**src/rtl/pair_cnt_pkg.sv**
```systemverilog
// Shared constants and state type for the paired up/down counters.
// The up-counter reuses X_RST, Y_RST and CEIL_DEF from here.
package pair_cnt_pkg;

  localparam int WIDTH_DEF = 11;
  localparam int STEP_DEF  = 2;
  localparam int FLOOR_DEF = 2;
  localparam int CEIL_DEF  = 200;

  localparam int X_RST = 2;
  localparam int Y_RST = 1;

  // One-hot so that a corrupted state register is trivially detectable.
  typedef enum logic [2:0] {
    IDLE  = 3'b001,
    DRAIN = 3'b010,
    DONE  = 3'b100
  } drain_state_t;

endpackage

```
**src/rtl/pair_drain_counter.sv**
```systemverilog
// Loads an (x, y) pair over valid/ready and drains both in lock-step to FLOOR.
// Optional macro PAIR_DRAIN_ASSERT_EN adds concurrent invariant assertions.
module pair_drain_counter
  import pair_cnt_pkg::*;
#(
  parameter int WIDTH = WIDTH_DEF,
  parameter int STEP  = STEP_DEF,
  parameter int FLOOR = FLOOR_DEF,
  parameter int CEIL  = CEIL_DEF
) (
  input  logic             clk,
  input  logic             rst,
  input  logic             load_valid,
  output logic             load_ready,
  input  logic [WIDTH-1:0] load_x,
  input  logic [WIDTH-1:0] load_y,
  input  logic             selector,
  output logic [WIDTH-1:0] x,
  output logic [WIDTH-1:0] y,
  output logic             busy,
  output logic             done,
  output logic             inv_ok,
  output logic             err
);

  localparam logic [WIDTH-1:0] CEIL_W  = WIDTH'(CEIL);
  localparam logic [WIDTH-1:0] STEP_W  = WIDTH'(STEP);
  localparam logic [WIDTH-1:0] LIMIT_W = WIDTH'(FLOOR + STEP);
  localparam logic [WIDTH-1:0] X_RST_W = WIDTH'(X_RST);
  localparam logic [WIDTH-1:0] Y_RST_W = WIDTH'(Y_RST);
  localparam logic [WIDTH-1:0] ONE_W   = WIDTH'(1);

  drain_state_t     state, state_nx;
  logic [WIDTH-1:0] x_cl, y_ld, diff_ld, diff_cur;
  logic             accept, can_step, step;

  // A clamp on x moves y by the same amount so the pair difference survives.
  assign x_cl     = (load_x > CEIL_W) ? CEIL_W : load_x;
  assign y_ld     = load_y - (load_x - x_cl);
  assign diff_ld  = load_x - load_y;
  assign diff_cur = x - y;

  assign accept   = (state == IDLE) && load_valid;
  assign can_step = (x >= LIMIT_W);
  assign step     = (state == DRAIN) && !selector && can_step;
  assign inv_ok   = (diff_cur == ONE_W);

  always_ff @(posedge clk or negedge rst) begin
    if (!rst) state <= IDLE;
    else      state <= state_nx;
  end

  always_comb begin
    state_nx = state;
    unique case (state)
      IDLE:    if (load_valid) state_nx = DRAIN;
      DRAIN:   if (!selector && !can_step) state_nx = DONE;
      DONE:    state_nx = IDLE;
      default: state_nx = IDLE;
    endcase
  end

  always_comb begin
    load_ready = (state == IDLE);
    busy       = (state == DRAIN);
    done       = (state == DONE);
  end

  always_ff @(posedge clk or negedge rst) begin
    if (!rst) begin
      x   <= X_RST_W;
      y   <= Y_RST_W;
      err <= 1'b0;
    end else if (accept) begin
      x <= x_cl;
      y <= y_ld;
      if (diff_ld != ONE_W) err <= 1'b1;
    end else if (step) begin
      x <= x - STEP_W;
      y <= y - STEP_W;
    end
  end

`ifdef PAIR_DRAIN_ASSERT_EN
  a_no_4_0:   assert property (@(posedge clk) disable iff (!rst) (x != WIDTH'(4)) || (y != '0));
  a_inv:      assert property (@(posedge clk) disable iff (!rst) !err |-> inv_ok);
  a_floor:    assert property (@(posedge clk) disable iff (!rst) (busy && !err) |-> (x >= WIDTH'(FLOOR)));
  a_onehot:   assert property (@(posedge clk) disable iff (!rst) $onehot(state));
  a_done_src: assert property (@(posedge clk) disable iff (!rst) done |-> ($past(state) == DRAIN));
`else
  // Assertions compiled out; ports, logic and timing are unchanged.
`endif

endmodule

```
**config.mk**
```make
export PLATFORM = sky130hd
export DESIGN_NAME = pair_drain_counter
export DESIGN_NICKNAME = d
export VERILOG_FILES = /design/src/rtl/pair_cnt_pkg.sv /design/src/rtl/pair_drain_counter.sv
export SDC_FILE = /design/constraint.sdc
export NUM_CORES = 1
export LEC_CHECK = 0
export BUFFER_PORTS_ARGS = -buffer_cell sky130_fd_sc_hd__buf_2
export CORE_UTILIZATION = 40
export CTS_CLUSTER_DIAMETER = 150
export CTS_CLUSTER_SIZE = 25
export DETAILED_ROUTE_END_ITERATION = 8
export PLACE_DENSITY = 0.61
export SKIP_LAST_GASP = 1
export SLEW_MARGIN = 0
export SYNTH_ARGS = -nofsm -noshare
export SYNTH_HDL_FRONTEND = slang
export SYNTH_SLANG_ARGS = --single-unit
export TNS_END_PERCENT = 10
```
**constraint.sdc**
```tcl
create_clock -name clk -period 2.3 [get_ports clk]
set_clock_uncertainty 0.1 [all_clocks]
set_input_delay 0.345 -clock clk [delete_from_list [all_inputs] [get_ports clk]]
set_output_delay 0.345 -clock clk [all_outputs]
set_load 0.005 [all_outputs]
```
=== Word-level counts from Yosys, hierarchy flattened ===
Cells that the tools add are included.

* Flip-flop bits (word level): 26
* Bits in latches: 0
* Memory bits (writable): 0
* Memory bits (read-only): 0
* Input port bits: 26
* Output and inout bits: 27
* Logic and storage cells: 36
* Memories: 0

* Add/subtract/negate cells: 6
* Multiply operators: 0
* Divide/modulo/power cells: 0
* $lt $le $gt $ge: 2
* Equal/unequal tests: 7
* Shifts and indexed selects: 0
* Multiplexer cells: 8
* Bitwise logic cells: 0
* Reduce and logical (&&, ||, !) cells: 9

{| class="wikitable"
|+ Operators with widths
! cell !! count
|-
| $mux 11 || 5
|-
| $sub 11x11->11 || 4
|-
| $sub 11x2->11 const B || 2
|-
| $eq 11x1->1 const B || 1
|-
| $ge 11x3->1 const B || 1
|-
| $gt 11x8->1 const B || 1
|-
| $ne 11x1->1 const B || 1
|-
| $mux 3 || 2
|-
| $pmux 3 s2 || 1
|-
| $logic_and 1x1->1 || 4
|-
| $reduce_and 2->1 || 2
|-
| $eq 3x1->1 const B || 1
|-
| $eq 3x2->1 const B || 1
|-
| $eq 3x3->1 const B || 1
|-
| $logic_not 1->1 || 2
|-
| $ne 2x1->1 const B || 1
|-
| $ne 2x2->1 const B || 1
|-
| $reduce_bool 2->1 || 1
|}

=== Depth between registers and ports, before layout ===
* Word-level depth: 5
* Mapped depth: 13
* Mapped depth without buffers: 13

=== Least setup slack after synthesis ===
Ideal clock, no wire load.

* Path kind: input -> register
* From: input load_x[0]
* To: register y[8]
* Arrival time: 3.232 ns
* Setup slack: -1.156 ns
* Cell stages on the path: 13
* Path through: o31ai_1 a311oi_1 nor4_1 nand2_1 fa_1 inv_1 fa_1 a21oi_1 o211ai_1 a21oi_1 nor2_1 xor2_1 mux2_2

* Longest elaborated chain between the ends: 5

{| class="wikitable"
|+ Ends and longest elaborated chain
! what !! line !! source
|-
| from (decl) || pair_drain_counter.sv:15 || <nowiki>input logic [WIDTH-1:0] load_x,</nowiki>
|-
| $gt 11x8->1 || pair_drain_counter.sv:38 || <nowiki>assign x_cl = (load_x > CEIL_W) ? CEIL_W : load_x;</nowiki>
|-
| $mux 11 || pair_drain_counter.sv:38 ||
|-
| $sub 11x11->11 * (2 in series) || pair_drain_counter.sv:39 || <nowiki>assign y_ld = load_y - (load_x - x_cl);</nowiki>
|-
| $mux 11 * || pair_drain_counter.sv:74 || <nowiki>end else if (accept) begin</nowiki>
|-
| to (signal assigned) || pair_drain_counter.sv:76 || <nowiki>y <= y_ld;</nowiki>
|-
| to (signal assigned) || pair_drain_counter.sv:80 || <nowiki>y <= y - STEP_W;</nowiki>
|-
| to (decl) || pair_drain_counter.sv:19 || <nowiki>output logic [WIDTH-1:0] y,</nowiki>
|}

Mark *: on every way between the ends. The rest lies on a longest branch, timed or not.
A chain may end at the register's enable or synchronous reset.

=== Final worst setup path ===
* From: input load_x[2]
* To: register y[8]

The elaborated chain is that of the path after synthesis.

==> flow_metrics.env <==
export IMPL_diodes=0
export IMPL_dieArea_mm2=0.00865
export IMPL_place_area_mm2=0.00459
export IMPL_htree_levels=1
export IMPL_grt_pass1_vias=3447
export IMPL_crit_required_ps=2370
export IMPL_status="finished, violations left"
export IMPL_first_iter_violations=104
export IMPL_hold_violations=0
export IMPL_synth_edff_count=0
export IMPL_cts_sinks=26
export IMPL_yosysTopAreaCell="dfrtp_1"
export IMPL_port_buffers=52
export IMPL_p_leak_nw=2.41
export IMPL_setup_ws_ps=-1030
export IMPL_yosysSeqAreaShare=0.198
export IMPL_design_area_mm2=0.00479
export IMPL_tightest_slew_ps=739
export IMPL_fin_cells=676
export IMPL_irDropWorstVdd_v=0.000307
export IMPL_cts_tree="built"
export IMPL_n_fill_cell=727
export IMPL_synth_cell_types=66
export IMPL_synth_common_cells="56 x inv_1, 41 x ha_1, 32 x nor2_1"
export IMPL_io_pins=53
export IMPL_synth_main_ff_cell="dfrtp_1"
export IMPL_rows=32
export IMPL_netlist_top_cells_area="dfrtp_1 17%, ha_1 15%, fa_1 7.3%"
export IMPL_drc_errors=0
export IMPL_core_mm2=0.00785
export IMPL_cp_end_kind="flop"
export IMPL_async_reset_ff_frac=1.00
export IMPL_vias=3449
export IMPL_slew_limit_headroom=0.495
export IMPL_ys_seq_elements=26
export IMPL_finalWirelength_mm=9.51
export IMPL_path_max_fanout=4
export IMPL_die_h_um=93.0
export IMPL_insertion_delay_ps=270
export IMPL_drtPass1Iterations=4
export IMPL_die_w_um=93.0
export IMPL_finalSetupViolations=14
export IMPL_start_util=0.422
export IMPL_yosysMostFrequentCell="inv_1"
export IMPL_cts_root_buf="clkbuf_8"
export IMPL_dp_cells=667
export IMPL_drive_above_1_share=0.376
export IMPL_rsz0062_at_grt="true"
export IMPL_synthesis_area_mm2=0.00331
export IMPL_holdCritPathClass="input pin to flop"
export IMPL_path_clk_slew_ps=90
export IMPL_clock_path_buffers=2
export IMPL_grt_overflow=0
export IMPL_synth_warnings=0
export IMPL_numCtsBuffers=3
export IMPL_startpoint_type="input pin"
export IMPL_grt_pass1_wl_mm=15.6
export IMPL_finalNetCount=654
export IMPL_post_drt_wl_per_cell_um=14.1
export IMPL_period_needed_ps=3330
export IMPL_slew_viol_final=0
export IMPL_fmax_mhz=301
export IMPL_synth_area_per_cell_um2=8.34
export IMPL_antenna_found_initial=0
export IMPL_synth_top_area_share=0.174
export IMPL_viasPerCell=5.10
export IMPL_ant_nets=0
export IMPL_grt_max_degree=27
export IMPL_netlist_instances=397
export IMPL_maxCapViolCount=0
export IMPL_whs_ps=253
export IMPL_finalCritPeriodShare=1.45
export IMPL_hpwl_mm=7.96
export IMPL_gp_congestion=0.881
export IMPL_area_growth_pct=44.5
export IMPL_p_total_w=0.00413
export IMPL_powerDensity_mw_per_mm2=863
export IMPL_track_usage=0.226
export IMPL_critPathArrivalTime_ps=3390
export IMPL_violations="negative setup slack"
export IMPL_worstSetupPathType="input pin to flop"
[logic make-up (layout without fill, tap and decap cells)]
group	after synthesis	after routing	synth area share
and+or+nand+nor	129	129	0.210
AOI/OAI and AO/OA	98	98	0.209
buffers and inverters	60	236	0.0706
adders and majority gates	53	53	0.227
DFF	26	26	0.198
xor gates and xnor gates	21	21	0.0555
muxes	9	9	0.0287
other	1	2	0.00113
[flip-flops by register name, summed over array words and instances (netlist names)]
signal and cells:
err 1, state 3, x 11, y 11
[repair_timing]
item,in CTS,in global routing
hold buffers,1,0
endpoints found under the hold margin,23,0
gates resized for setup,5,20
setup endpoints to repair,13,19
pin swaps,4,15
setup buffers,3,1
[worst max-delay path, cell delays in order]
cell and delay, ps:
buf_6 100, o31ai_4 240, buf_6 140, a311oi_4 90, or4_4 570, buf_6 150, nor2_4 120, fa_1 410
inv_2 80, ha_4 210, nand2_2 60, o211ai_1 150, a21oi_2 210, nor2_1 80, xor2_1 170, mux2_4 270
[per-stage QoR]
| step | worst slack (ps) | setup TNS, ps | util |
|---|---|---|---|
| floorplan | -936 | -7750 | - |
| global placement | -1230 | -11650 | 0.584 |
| detailed placement | -1310 | -12390 | 0.584 |
| CTS | -960 | -9000 | 0.596 |
| global route | -1090 | -11180 | 0.610 |
| finish | -1030 | -9410 | 0.610 |
[placed cells by master, fill, tap and decap left out, types with 4 or more instances in the layout]
cell type / instances
mux2i_1: 5
buf_4: 121
xor2_1: 12
nor3b_1: 5
nor2b_1: 5
dfrtp_1: 23
or3_1: 6
ha_1: 40
o21ai_0: 20
nor2_1: 29
buf_2: 50
o21a_1: 7
inv_1: 55
nand3_1: 9
buf_6: 4
fa_1: 11
xnor2_1: 9
nor3_1: 16
a21oi_1: 21
nand2_1: 29
[area by class of cell]
class                      instances  area (um2)  area share
timing repair buffer             176        1210       0.254
inverter                          56         210      0.0439
clock buffer                       4        45.0     0.00941
multi-input combinational        312        2530       0.530
sequential                        26         654       0.137
tap                              102         128      0.0267
[path summary, 6_finish.rpt]
path	startpoint	endpoint	slack, ps	cells after the start
min in group asynchronous	rst	state[1]	500	2
worst max-delay path	load_x[2]	y[8]	-1030	16
max in group asynchronous	rst	err	1210	2
worst min register to register	state[2]	state[1]	470	1
worst min-delay path	load_valid	state[1]	250	3
worst max register to register	err	err	-270	6
[routing by layer]
layer	part of all wire	wire, um	vias up	GRT usage
met3	0.027	260	13	0.0171
met2	0.51	4830	69	0.419
met5	0	0	-	0
met4	0.016	154	0	0.0564
met1	0.45	4260	1610	0.282
li1	-	-	1757	-
[report_power, final]
part	switching (W)	leakage, nW	total (W)	internal (W)
Clock	0.000150	0.0228	0.000275	0.000124
Sequential	0.000126	0.311	0.000771	0.000645
Combinational	0.00153	2.08	0.00308	0.00155
No activity file was read; power rests on OpenSTA's default activity.
